[config.mk]
export PLATFORM = sky130hd
export DESIGN_NAME = const_detect32
export DESIGN_NICKNAME = d
export VERILOG_FILES = /design/src/rtl/const_detect_pkg.sv /design/src/rtl/sat_counter.sv /design/src/rtl/const_detect32.sv
export SDC_FILE = /design/constraint.sdc
export NUM_CORES = 1
export LEC_CHECK = 0
export CORE_AREA = 4 4 68 70
export DETAILED_ROUTE_END_ITERATION = 8
export DIE_AREA = 0 0 72 74
export DONT_BUFFER_PORTS = 1
export PLACE_DENSITY = 0.77
export SYNTH_ARGS = -nofsm -noshare
export SYNTH_HDL_FRONTEND = slang
export SYNTH_SLANG_ARGS = --single-unit
[constraint.sdc]
create_clock -name clk -period 2.5 [get_ports clk]
set_input_delay 0.5 -clock clk [delete_from_list [all_inputs] [get_ports clk]]
set_output_delay 0.5 -clock clk [all_outputs]
set_load 0.02 [all_outputs]
[src/rtl/const_detect_pkg.sv]
// -----------------------------------------------------------------------------
// const_detect_pkg
//
// Shared definitions for the constant-stream detector:
//   ST_SEARCH / ST_LOCKED : state encodings of the lock FSM
//   RUN_W                 : width of the consecutive-run counter
//   state_t               : typed FSM state built on those encodings
// -----------------------------------------------------------------------------
package const_detect_pkg;

    localparam logic ST_SEARCH = 1'b0;
    localparam logic ST_LOCKED = 1'b1;

    // Run counter width; LOCK_COUNT and MISS_LIMIT must fit (1..255).
    localparam int unsigned RUN_W = 8;

    typedef enum logic {
        StSearch = ST_SEARCH,
        StLocked = ST_LOCKED
    } state_t;

endpackage

[src/rtl/sat_counter.sv]
// -----------------------------------------------------------------------------
// sat_counter
//
// CNT_W-bit up-counter that sticks at all-ones instead of wrapping.
//
// Ports:
//   clk    in   rising-edge clock
//   rst    in   asynchronous active-high reset, clears the count
//   clear  in   synchronous clear, has priority over inc
//   inc    in   add one this cycle (ignored once saturated)
//   count  out  current count, registered
// -----------------------------------------------------------------------------
module sat_counter #(
    parameter int unsigned CNT_W = 16
) (
    input  logic             clk,
    input  logic             rst,
    input  logic             clear,
    input  logic             inc,
    output logic [CNT_W-1:0] count
);

    logic at_max;

    assign at_max = &count;

    always_ff @(posedge clk or posedge rst) begin
        if (rst) begin
            count <= '0;
        end else if (clear) begin
            count <= '0;
        end else if (inc && !at_max) begin
            count <= count + 1'b1;
        end
    end

endmodule

[src/rtl/const_detect32.sv]
// -----------------------------------------------------------------------------
// const_detect32
//
// Sink that checks a signed 32-bit valid/ready stream against the constant
// VALUE. After LOCK_COUNT consecutive matching samples it declares lock; while
// locked, MISS_LIMIT consecutive mismatches drop it again. Saturating totals of
// matching and mismatching samples are kept for self-check readout.
//
// Optional build macro CONST_DETECT_TOL_EN: adds parameter TOL and treats a
// sample as matching when |din - VALUE| <= TOL (33-bit signed difference).
// Without the macro the comparison is exact equality.
//
// Ports:
//   clk         in   rising-edge clock
//   rst         in   asynchronous active-high reset
//   din         in   signed sample
//   din_valid   in   sample present
//   din_ready   out  sample accepted this cycle (low only while clear is high)
//   clear       in   synchronous return to the reset state
//   locked      out  high while in the locked state
//   lock_pulse  out  one-cycle pulse on search -> locked
//   loss_pulse  out  one-cycle pulse on locked -> search
//   match_cnt   out  saturating count of accepted matching samples
//   err_cnt     out  saturating count of accepted mismatching samples
// -----------------------------------------------------------------------------
module const_detect32
    import const_detect_pkg::*;
#(
    parameter logic signed [31:0] VALUE      = 32'sd0,
    parameter int unsigned        LOCK_COUNT = 4,
    parameter int unsigned        MISS_LIMIT = 2,
`ifdef CONST_DETECT_TOL_EN
    parameter logic [30:0]        TOL        = 31'd0,
`endif
    parameter int unsigned        CNT_W      = 16
) (
    input  logic                clk,
    input  logic                rst,
    input  logic signed [31:0]  din,
    input  logic                din_valid,
    output logic                din_ready,
    input  logic                clear,
    output logic                locked,
    output logic                lock_pulse,
    output logic                loss_pulse,
    output logic [CNT_W-1:0]    match_cnt,
    output logic [CNT_W-1:0]    err_cnt
);

    localparam logic [RUN_W-1:0] LOCK_TGT = RUN_W'(LOCK_COUNT);
    localparam logic [RUN_W-1:0] MISS_TGT = RUN_W'(MISS_LIMIT);

    state_t           state_q, state_d;
    logic [RUN_W-1:0] run_q, run_d;
    logic [RUN_W-1:0] run_inc;
    logic             lock_pulse_q, lock_pulse_d;
    logic             loss_pulse_q, loss_pulse_d;
    logic             accept;
    logic             match;

    // ------------------------------------------------------------------
    // Handshake: the block only stalls during a clear cycle.
    // ------------------------------------------------------------------
    assign din_ready = ~clear;
    assign accept    = din_valid & din_ready;

    // ------------------------------------------------------------------
    // Comparator
    // ------------------------------------------------------------------
`ifdef CONST_DETECT_TOL_EN
    logic [32:0] diff;
    logic [32:0] abs_diff;

    // Sign-extend both operands to 33 bits so the difference cannot wrap,
    // e.g. 32'h8000_0000 - 32'h7FFF_FFFF is -(2^32 - 1), still representable.
    assign diff     = {din[31], din} - {VALUE[31], VALUE};
    assign abs_diff = diff[32] ? (~diff + 33'd1) : diff;
    assign match    = (abs_diff <= {2'b00, TOL});
`else
    assign match = (din == VALUE);
`endif

    assign run_inc = run_q + 1'b1;

    // ------------------------------------------------------------------
    // Lock FSM and run counter
    // ------------------------------------------------------------------
    always_ff @(posedge clk or posedge rst) begin
        if (rst) begin
            state_q      <= StSearch;
            run_q        <= '0;
            lock_pulse_q <= 1'b0;
            loss_pulse_q <= 1'b0;
        end else begin
            state_q      <= state_d;
            run_q        <= run_d;
            lock_pulse_q <= lock_pulse_d;
            loss_pulse_q <= loss_pulse_d;
        end
    end

    always_comb begin
        state_d      = state_q;
        run_d        = run_q;
        lock_pulse_d = 1'b0;
        loss_pulse_d = 1'b0;

        if (clear) begin
            // Back to the reset state without announcing a loss.
            state_d = StSearch;
            run_d   = '0;
        end else if (accept) begin
            unique case (state_q)
                StSearch: begin
                    if (match) begin
                        if (run_inc == LOCK_TGT) begin
                            state_d      = StLocked;
                            run_d        = '0;
                            lock_pulse_d = 1'b1;
                        end else begin
                            run_d = run_inc;
                        end
                    end else begin
                        run_d = '0;
                    end
                end
                StLocked: begin
                    if (!match) begin
                        if (run_inc == MISS_TGT) begin
                            state_d      = StSearch;
                            run_d        = '0;
                            loss_pulse_d = 1'b1;
                        end else begin
                            run_d = run_inc;
                        end
                    end else begin
                        // An isolated miss is forgiven once a match follows.
                        run_d = '0;
                    end
                end
                default: begin
                    state_d = StSearch;
                    run_d   = '0;
                end
            endcase
        end
    end

    assign locked     = (state_q == StLocked);
    assign lock_pulse = lock_pulse_q;
    assign loss_pulse = loss_pulse_q;

    // ------------------------------------------------------------------
    // Statistics
    // ------------------------------------------------------------------
    sat_counter #(
        .CNT_W (CNT_W)
    ) u_match_cnt (
        .clk   (clk),
        .rst   (rst),
        .clear (clear),
        .inc   (accept & match),
        .count (match_cnt)
    );

    sat_counter #(
        .CNT_W (CNT_W)
    ) u_err_cnt (
        .clk   (clk),
        .rst   (rst),
        .clear (clear),
        .inc   (accept & ~match),
        .count (err_cnt)
    );

endmodule

==> results.json, run 1 <==
{
  "status": "complete, no violations",
  "ys.flop_type": "dfrtp_1",
  "fin_tns_setup_ns": 0,
  "ys_ff_latch": 43,
  "worst-path-max-fanout": 9,
  "startpoint_type": "flop",
  "finalCritPeriodShare": 0.8615,
  "p_leak_uw": 0.001057,
  "path_class": "reg2reg",
  "layout_common_cells": "dfrtp_1 (43), nor2_1 (34), nand2_1 (31)",
  "powerDensity_nw_per_um2": 460.1,
  "grt_overflow_total": 0,
  "clkSlewWorstSetupHoldPaths_ns": 0.09,
  "antenna_found_initial": 0,
  "synth_fa_ha_area_frac": 0.02038,
  "finalClockSkew_ns": 0.01070,
  "area.growth.synth_to_final_pct": 5.960,
  "dp_cells": 317,
  "htree_levels": 2,
  "cp.arrival_ns": 2.39,
  "worstPathRequired_ns": 2.74,
  "die_h_um": 74,
  "yosys_warnings": 0,
  "synthCells": 273,
  "cts_resized": 0,
  "cts_setup_buffers": 0,
  "clk_latency_ns": 0.30,
  "synth_xor_area_frac": 0.1177,
  "synth.area.mux_share": 0.004075,
  "slew_viol_final": 0,
  "top_usage_layer": "met2",
  "mostFrequentLayoutCell": "dfrtp_1",
  "nNetsFinal": 314,
  "rsz0062_at_grt": "no",
  "cts.sinks": 43,
  "initial_core_util": 0.6185,
  "drtAntennaViolNets": 0,
  "final_cells": 325,
  "wire_per_inst_um": 17.28,
  "grt_use_met3": 0.08243,
  "num_antenna_cells": 0,
  "synthDistinctLibCells": 41,
  "netlist_area_um2": 2456,
  "drt_pass1_iterations": 4,
  "vias_per_cell": 6.191,
  "initialDrtViolationCount": 151,
  "finalSetupViolations": 0,
  "finalHoldViolations": 0,
  "fmax_mhz": 464.3,
  "grt_pass1_wl_um": 9715,
  "synth_top_family_by_area": "simple AND/OR/NAND/NOR gates",
  "use_met1": 0.2857,
  "synth_compound_area_frac": 0.06928,
  "cts_tree": "done",
  "grt_max_degree": 44,
  "track_usage": 0.2306,
  "die_area_um2": 5328,
  "avgSynthCellArea_um2": 8.997,
  "core_region_area_um2": 3971,
  "yosys.area_share.simple": 0.3240,
  "place.port_buffers": 0,
  "wirelength_um": 5615,
  "cts_buffers": 5,
  "io_pins": 72,
  "yosysTopAreaCell": "dfrtp_1",
  "num_vias": 2012,
  "root_buffer": "clkbuf_8",
  "worst_ir_drop_vdd_mv": 0.4552,
  "period_needed_ns": 2.154,
  "tightest_slew_ns": 0.5426,
  "maxCapViolations": 0,
  "slew_headroom": 0.6382,
  "synth-edff-count": 0,
  "hp-class": "in2async",
  "place_congestion": 0.8947,
  "ctsLongestPathBuffers": 2,
  "worstSetupEndpointType": "flop",
  "synth_seq_area_share": 0.4381,
  "netlist.area_leader.share": 0.4381,
  "holdBufCountCts": 0,
  "placementRows": 23,
  "place_hpwl_um": 4038,
  "drc": 0,
  "grt_pass1_vias": 2056,
  "synth.area.top_cells": "dfrtp_1 (44%), xnor2_1 (6.4%), xor2_1 (5.3%), nor2_1 (5.2%), nand2_1 (4.7%)",
  "grtUsageMet2": 0.3704,
  "die_w_um": 72,
  "synth.net_count": 313,
  "post_route_cells_drive_above_1_share": 0.07273,
  "synthArstFlopShare": 1.000
}
kinds of logic (layout without fill, tap and decap cells):
logic type / count (synthesis) / after routing
compound gates: 27 / 27
xor+xnor: 33 / 33
fa+ha+maj: 4 / 4
buf+inv: 16 / 18
flops: 43 / 43
mux: 1 / 1
simple gates: 149 / 149
cell type report:
type,instances,area (um^2)
inverters,5,18.77
repair buffers,5,37.54
flip-flops and latches,43,1076
fillers,352,1369
multi-input cells,214,1315
clock inverters,3,23.77
well taps,50,62.56
clock buffers,5,68.82
sequential cells by signal (all words and copies together), names as in the netlist:
register	flops
loss_pulse	1
lock_pulse	1
run_q	8
locked	1
u_err_cnt.count	16
u_match_cnt.count	16
path summary, 6_finish.rpt:
path	start	to	slack [ns]	depth (start not counted)
setup / recovery	run_q[0]	run_q[7]	0.35	7
hold / removal	rst	u_err_cnt.count[10]	0.19	2
hold reg to reg	run_q[5]	run_q[5]	0.55	1
min in group clk	clear	u_err_cnt.count[5]	0.26	1
setup reg to reg	run_q[0]	run_q[7]	0.35	7
max in group asynchronous	rst	u_match_cnt.count[5]	1.92	2
layer usage:
| layer | vias up | share of wire |
|---|---|---|
| met5 | - | 0 |
| met4 | 0 | 0.020 |
| met3 | 12 | 0.067 |
| met2 | 61 | 0.49 |
| met1 | 971 | 0.42 |
| li1 | 968 | - |
report_power, final:
group          total, uW  leakage (uW)  switching, uW  internal, uW
Combinational       40.5      0.000416           30.4          10.1
Clock                455     0.0000408            255           200
Sequential           702      0.000600           5.35           697
through the flow:
| step | util | hold slack [ns] | power, uW | worst slack, ns | cell area, um^2 |
|---|---|---|---|---|---|
| 4_1_cts | 0.6553 | 0.2167 | 1219 | 0.3817 | 2603 |
| 6_report | 0.6553 | 0.1937 | 1198 | 0.3462 | 2603 |
| 3_5_place_dp | 0.6320 | 0.5323 | 757.7 | 0.3938 | 2510 |
| 5_1_grt | 0.6553 | 0.2293 | 1256 | 0.1533 | 2603 |
| 2_1_floorplan | - | 0.5007 | 754.0 | 0.5523 | 2456 |
| 3_3_place_gp | 0.6320 | 0.5346 | 757.3 | 0.4509 | 2510 |
critical path, stage by stage (launching register included):
cell and delay (ns):
dfrtp_1 0.48, ha_1 0.32, and4_1 0.24, a21oi_1 0.14
o22ai_1 0.12, a211oi_1 0.48, o22ai_1 0.14, a21oi_1 0.15
cell usage after synthesis, drive strengths merged, types with 2 or more instances:
library cell	instances
or3	3
nand4	16
xor2	15
a31oi	4
nand2	31
buf	4
and4	5
xnor2	18
nor3b	2
and2	5
inv	5
o21ai	5
clkbuf	7
nor4	17
nor2	35
nor3	12
ha	4
dfrtp	43
and3	10
o22ai	3
nand3	7
a21oi	8
o31ai	2
(Power assumes the default switching activity.)
==> run 2: changes to the inputs <==
--- a/config.mk
+++ b/config.mk
@@ -5,11 +5,14 @@
 export SDC_FILE = /design/constraint.sdc
 export NUM_CORES = 1
 export LEC_CHECK = 0
-export CORE_AREA = 4 4 68 70
+export ABC_AREA = 1
+export CELL_PAD_IN_SITES_DETAIL_PLACEMENT = 1
+export CELL_PAD_IN_SITES_GLOBAL_PLACEMENT = 2
+export CORE_AREA = 4 4 96 98
 export DETAILED_ROUTE_END_ITERATION = 8
-export DIE_AREA = 0 0 72 74
+export DIE_AREA = 0 0 100 102
 export DONT_BUFFER_PORTS = 1
-export PLACE_DENSITY = 0.77
+export PLACE_DENSITY_LB_ADDON = 0.1
 export SYNTH_ARGS = -nofsm -noshare
 export SYNTH_HDL_FRONTEND = slang
 export SYNTH_SLANG_ARGS = --single-unit
==> run 2 against run 1 <==
Effect of this change:
- count of clock-buffer cells in the layout grew 3
- flip-flop and latch count is the same
- cell area grew 16%
- worst hold slack lost 0.093 ns
- synthesized area grew 13%
- critical path depth grew 1
- clock skew shrank 0.0033 ns
- maximum frequency grew 3.6%
- combinational power grew 130%
- synthesized cell count grew 45%
- non-clock buffer count grew 3
- largest cell class unchanged
- critical path type unchanged
- wire length grew 43%
==> results.json, run 2 <==
{
  "post_route_cells_drive_above_1_share": 0.07654,
  "hold_ws_ns": 0.1003,
  "place.port_buffers": 0,
  "htree_levels": 2,
  "drc": 0,
  "worst_ir_drop_vdd_mv": 0.1867,
  "place_hpwl_um": 6029,
  "finalHoldViolations": 0,
  "cpMaxStageDelayCell": "dfrtp_1",
  "num_antenna_cells": 0,
  "synthCells": 397,
  "synth.net_count": 437,
  "place_congestion": 0.7667,
  "antenna_found_initial": 0,
  "ys.flop_type": "dfrtp_1",
  "synth_xor_area_frac": 0.07886,
  "r2r_cells": 8,
  "synthArstFlopShare": 1.000,
  "layout_common_cells": "nand2_1 (125), nor2_1 (68), dfrtp_1 (43)",
  "startpoint_type": "flop",
  "p_leak_uw": 0.001335,
  "clkSlewWorstSetupHoldPaths_ns": 0.09,
  "netlist.area_leader.share": 0.3876,
  "initial_core_util": 0.3280,
  "holdBufCountCts": 0,
  "period_needed_ns": 2.078,
  "die_area_um2": 10200,
  "synth_compound_area_frac": 0.04597,
  "synth_seq_area_share": 0.3876,
  "reg.largest.list": "u_err_cnt.count: 16 flops, u_match_cnt.count: 16 flops, run_q: 8 flops",
  "tightest_slew_ns": 0.7151,
  "grt_pass1_wl_um": 13280,
  "synth-edff-count": 0,
  "wirelength_um": 8019,
  "grt_pass1_vias": 2692,
  "powerDensity_nw_per_um2": 430.5,
  "worst-path-max-fanout": 19,
  "worstPathRequired_ns": 2.70,
  "die_h_um": 102,
  "cts_resized": 0,
  "fin_tns_setup_ns": 0,
  "avgSynthCellArea_um2": 6.993,
  "rsz0062_at_grt": "no",
  "placementRows": 34,
  "path_class": "reg2reg",
  "ys_top_cells_by_count": "nand2_1 (125), nor2_1 (68), dfrtp_1 (43), inv_1 (33), nand3_1 (32)",
  "core_region_area_um2": 8466,
  "fmax_mhz": 481.2,
  "finalSetupViolations": 0,
  "ctsLongestPathBuffers": 2,
  "netlist_area_um2": 2776,
  "finalCritPeriodShare": 0.8312,
  "io_pins": 72,
  "mostFrequentLayoutCell": "nand2_1",
  "num_vias": 2548,
  "nNetsFinal": 444,
  "final_core_util": 0.3571,
  "rr_endpoint": "u_match_cnt.count[15]",
  "wire_per_inst_um": 15.63,
  "cts.sinks": 43,
  "slew_headroom": 0.5215,
  "vias_per_cell": 4.967,
  "track_usage": 0.1637,
  "final_cells": 513,
  "synth_top_family_by_area": "simple AND/OR/NAND/NOR gates",
  "r2r_slack_ns": 0.42,
  "synth.most_common_cell": "nand2_1",
  "synth.area.mux_share": 0,
  "total_power_uw": 1301,
  "root_buffer": "clkbuf_8",
  "cts_tree": "done",
  "cts_setup_buffers": 0,
  "cts_buffers": 5,
  "synthDistinctLibCells": 29,
  "yosys_warnings": 0,
  "yosys.area_share.simple": 0.4047,
  "clk_latency_ns": 0.30,
  "die_w_um": 100,
  "drt_pass1_iterations": 4,
  "drtAntennaViolNets": 0,
  "ys_ff_latch": 43,
  "hp-class": "in2async",
  "grt_overflow_total": 0,
  "yosysTopAreaCell": "dfrtp_1",
  "maxCapViolations": 0,
  "status": "complete, no violations",
  "finalClockSkew_ns": 0.007373,
  "cp.arrival_ns": 2.28,
  "slew_viol_final": 0,
  "synth_fa_ha_area_frac": 0.01803,
  "timing.rr.start": "u_match_cnt.count[1]",
  "synth.area.top_cells": "dfrtp_1 (39%), nand2_1 (17%), nor2_1 (9.2%), xor2_1 (6.6%), nand3_1 (5.8%)",
  "dp_cells": 505,
  "worstSetupEndpointType": "flop",
  "grt_max_degree": 22,
  "cp_cell_sequence": "ha_1 -> nand2_1 -> nor3_2 -> nand4_1 -> nand3_4 -> nand2_4 -> nand3_1 -> o21ai_2",
  "initialDrtViolationCount": 59,
  "area.growth.synth_to_final_pct": 8.878,
  "cp-startpoint": "u_match_cnt.count[1]",
  "max_stage_delay_ns": 0.52
}
## run 2: kinds of logic (layout without fill, tap and decap cells)
kind of cell             after synthesis  count (layout)
flip-flops                            43              43
buffers and inverters                 43              51
XOR/XNOR                              25              25
adder cells (fa/ha/maj)                4               4
AND/OR/NAND/NOR                      259             259
AO/OA/AOI/OAI                         23              23
## run 2: worst max path at each step
stage,cells after the start,endpoint
2_1_floorplan,9,u_match_cnt.count[4]
3_3_place_gp,8,u_match_cnt.count[15]
3_5_place_dp,8,u_match_cnt.count[15]
4_1_cts,8,u_match_cnt.count[15]
6_report,8,u_match_cnt.count[15]
5_1_grt,10,run_q[6]
## run 2: power by group
group / internal (uW) / total, uW / switching (uW)
sequential: 699 / 703 / 3.58
combinational: 22.8 / 92.7 / 69.8
clock: 253 / 506 / 253
## run 2: critical path: cells and delay by family, from the launching register on
kind                     cells  cell delay [ns]
AO/OA/AOI/OAI                1             0.05
adder cells (fa/ha/maj)      1             0.24
flip-flops                   1             0.52
AND/OR/NAND/NOR              6             1.17
## run 2: per-layer routing
metal | vias to the layer above | GRT usage | wire length (um)
met3 | 7 | 0.03823 | 393
met4 | 0 | 0.04249 | 109
met1 | 1226 | 0.1965 | 3500
li1 | 1267 | - | -
met2 | 48 | 0.2955 | 4017
met5 | - | 0 | 0
## run 2: metrics by stage
stage | setup WS, ns | instance area (um^2)
finish | 0.4220 | 3023
global route | 0.1569 | 3023
CTS | 0.3831 | 3023
detailed placement | 0.3910 | 2923
global placement | 0.5047 | 2923
floorplan | 0.7086 | 2776
## run 2: layout make-up
class                           instances  area (um^2)
Clock buffer                            8        100.1
Fill cell                            1070         5443
Inverter                               35        131.4
Multi-Input combinational cell        311         1520
Sequential cell                        43         1076
Tap cell                              108        135.1
Timing Repair Buffer                    8        60.06
==> run 3: changes to the inputs <==
==> constraint.sdc (replaced) <==
create_clock -name clk -period 2 [get_ports clk]
set_input_delay 0.4 -clock clk [delete_from_list [all_inputs] [get_ports clk]]
set_output_delay 0.4 -clock clk [all_outputs]
set_load 0.02 [all_outputs]
==> run 3 against run 2 <==
Effect of this change:
- utilization increased by 2.8 points
- combinational power increased by 31%
- sequential share of layout area decreased by 2.6 points
- count of clock-buffer cells in the layout unchanged
- flip-flop and latch count unchanged
- worst setup slack got worse by 0.22 ns
- via count increased by 2.6%
==> results.json, run 3 (synthesized netlist as in run 2, its figures left out) <==
{
  "worst_ir_drop_vdd_mv": 0.2123,
  "dpl_worst_slack_ns": 0.09349,
  "cp_cell_sequence": "ha_2 -> nand3_1 -> o21ai_1 -> nand3_1 -> nor2_2 -> nand2_1 -> nand2_1 -> nand2_2 -> nand2_1 -> nand2_1",
  "period_needed_ns": 1.797,
  "status": "complete, no violations",
  "top_usage_layer": "met2",
  "maxCapViolations": 0,
  "final_cells": 543,
  "internal_power_uw": 1224,
  "place.port_buffers": 0,
  "reg.largest.list": "u_err_cnt.count: 16 flops, u_match_cnt.count: 16 flops, run_q: 8 flops",
  "crit_top_cell": "nand2_1",
  "holdBufCountCts": 0,
  "max_stage_delay_ns": 0.40,
  "clkPwrFrac": 0.392,
  "mostFrequentLayoutCell": "nand2_1",
  "clkSlewWorstSetupHoldPaths_ns": 0.10,
  "use_met1": 0.2146,
  "initial_core_util": 0.3280,
  "fmax_mhz": 556.4,
  "grt_use_met3": 0.03481,
  "grt_max_degree": 32,
  "grt_overflow_total": 0,
  "worstSetupEndpointType": "flop",
  "final_core_util": 0.3855,
  "cts_buffers": 5,
  "slew_viol_final": 0,
  "die_h_um": 102,
  "powerDensity_nw_per_um2": 503.3,
  "cts_setup_buffers": 0,
  "layout_common_cells": "nand2_1 (125), nor2_1 (68), dfrtp_1 (43)",
  "startpoint_type": "flop",
  "worst-path-max-fanout": 6,
  "vias_per_cell": 4.816,
  "p_leak_uw": 0.001498,
  "finalCritPeriodShare": 0.8987,
  "clk_latency_ns": 0.30,
  "r2r_cells": 10,
  "post_route_cells_drive_above_1_share": 0.1425,
  "grt_pass1_vias": 2844,
  "wire_per_inst_um": 14.98,
  "drtAntennaViolNets": 0,
  "tightest_slew_ns": 0.6964,
  "fin_tns_setup_ns": 0,
  "core_region_area_um2": 8466,
  "ctsLongestPathBuffers": 2,
  "cts_resized": 0,
  "placementRows": 34,
  "die_w_um": 100,
  "initialDrtViolationCount": 54,
  "p_sw_uw": 418.7,
  "cts.sinks": 43,
  "hp-class": "in2async",
  "cts_tree": "done",
  "track_usage": 0.1699,
  "grtUsageMet2": 0.3022,
  "num_vias": 2615,
  "antenna_found_initial": 0,
  "finalSetupViolations": 0,
  "area.growth.synth_to_final_pct": 17.53,
  "r2r_slack_ns": 0.20,
  "num_antenna_cells": 0,
  "place_hpwl_um": 6302,
  "pwr-share-comb": 0.073,
  "cp-startpoint": "run_q[1]",
  "switching_share": 0.2550,
  "nNetsFinal": 474,
  "slew_headroom": 0.5340,
  "crit_cells": 10,
  "rsz0062_at_grt": "no",
  "root_buffer": "clkbuf_8",
  "io_pins": 72,
  "drc": 0,
  "drt_pass1_iterations": 4,
  "dp_cells": 535,
  "grt_pass1_wl_um": 13990,
  "cpMaxStageDelayCell": "dfrtp_1",
  "path_buf_inv": 0,
  "setup_ws_ns": 0.2026,
  "pwr-share-seq": 0.534,
  "die_area_um2": 10200,
  "cp_top_family": "simple AND/OR/NAND/NOR gates",
  "cp.arrival_ns": 1.99,
  "timing.rr.start": "run_q[1]",
  "worstPathRequired_ns": 2.19,
  "place_congestion": 0.7844,
  "htree_levels": 2,
  "path_class": "reg2reg",
  "finalClockSkew_ns": 0.01257,
  "finalHoldViolations": 0,
  "hold_ws_ns": 0.07392,
  "wirelength_um": 8136
}
-- run 3: cell count changes in the layout (fill, tap and decap cells not counted), sizes merged --
cell and delta:
buf +30
-- run 3: area by class of cell --
class	instances	area [um^2]
fill	1099	5202
multi-input combinational	311	1523
sequential	43	1076
timing repair buffer	38	297.8
tap	108	135.1
inverter	35	131.4
clock buffer	8	100.1
-- run 3: worst paths after layout --
| path | end |
|---|---|
| worst min-delay path | u_err_cnt.count[6] |
| worst max register to register | run_q[6] |
| worst min register to register | run_q[7] |
| min in group clk | u_match_cnt.count[0] |
| worst max-delay path | run_q[6] |
| max in group asynchronous | u_err_cnt.count[8] |
-- run 3: routing by layer --
| layer | up-vias | wire, um |
|---|---|---|
| met5 | - | 0 |
| met4 | 0 | 73 |
| met3 | 6 | 328 |
| met2 | 39 | 4082 |
| met1 | 1243 | 3652 |
| li1 | 1327 | - |
-- run 3: worst reg2reg max path, cell delays in order, from the launching register on --
cell and delay, ns:
dfrtp_1 0.40, ha_2 0.24, nand3_1 0.14, o21ai_1 0.19, nand3_1 0.11, nor2_2 0.19, nand2_1 0.10, nand2_1 0.09
nand2_2 0.12, nand2_1 0.09, nand2_1 0.05
-- run 3: metrics by stage --
step                      total power, uW  instance area, um^2
after floorplan                     980.4                 2776
after global placement               1018                 3161
after detailed placement             1021                 3161
after CTS                            1673                 3261
after global routing                 1719                 3263
final                                1642                 3263
-- run 3: power by group through the flow --
stage	Clock [uW]	Sequential (uW)	Combinational (uW)
6_report	644	878	121
5_1_grt	700	879	140
4_1_cts	669	878	126
3_5_place_dp	0	895	126
3_3_place_gp	0	895	123
2_1_floorplan	0	905	75.0
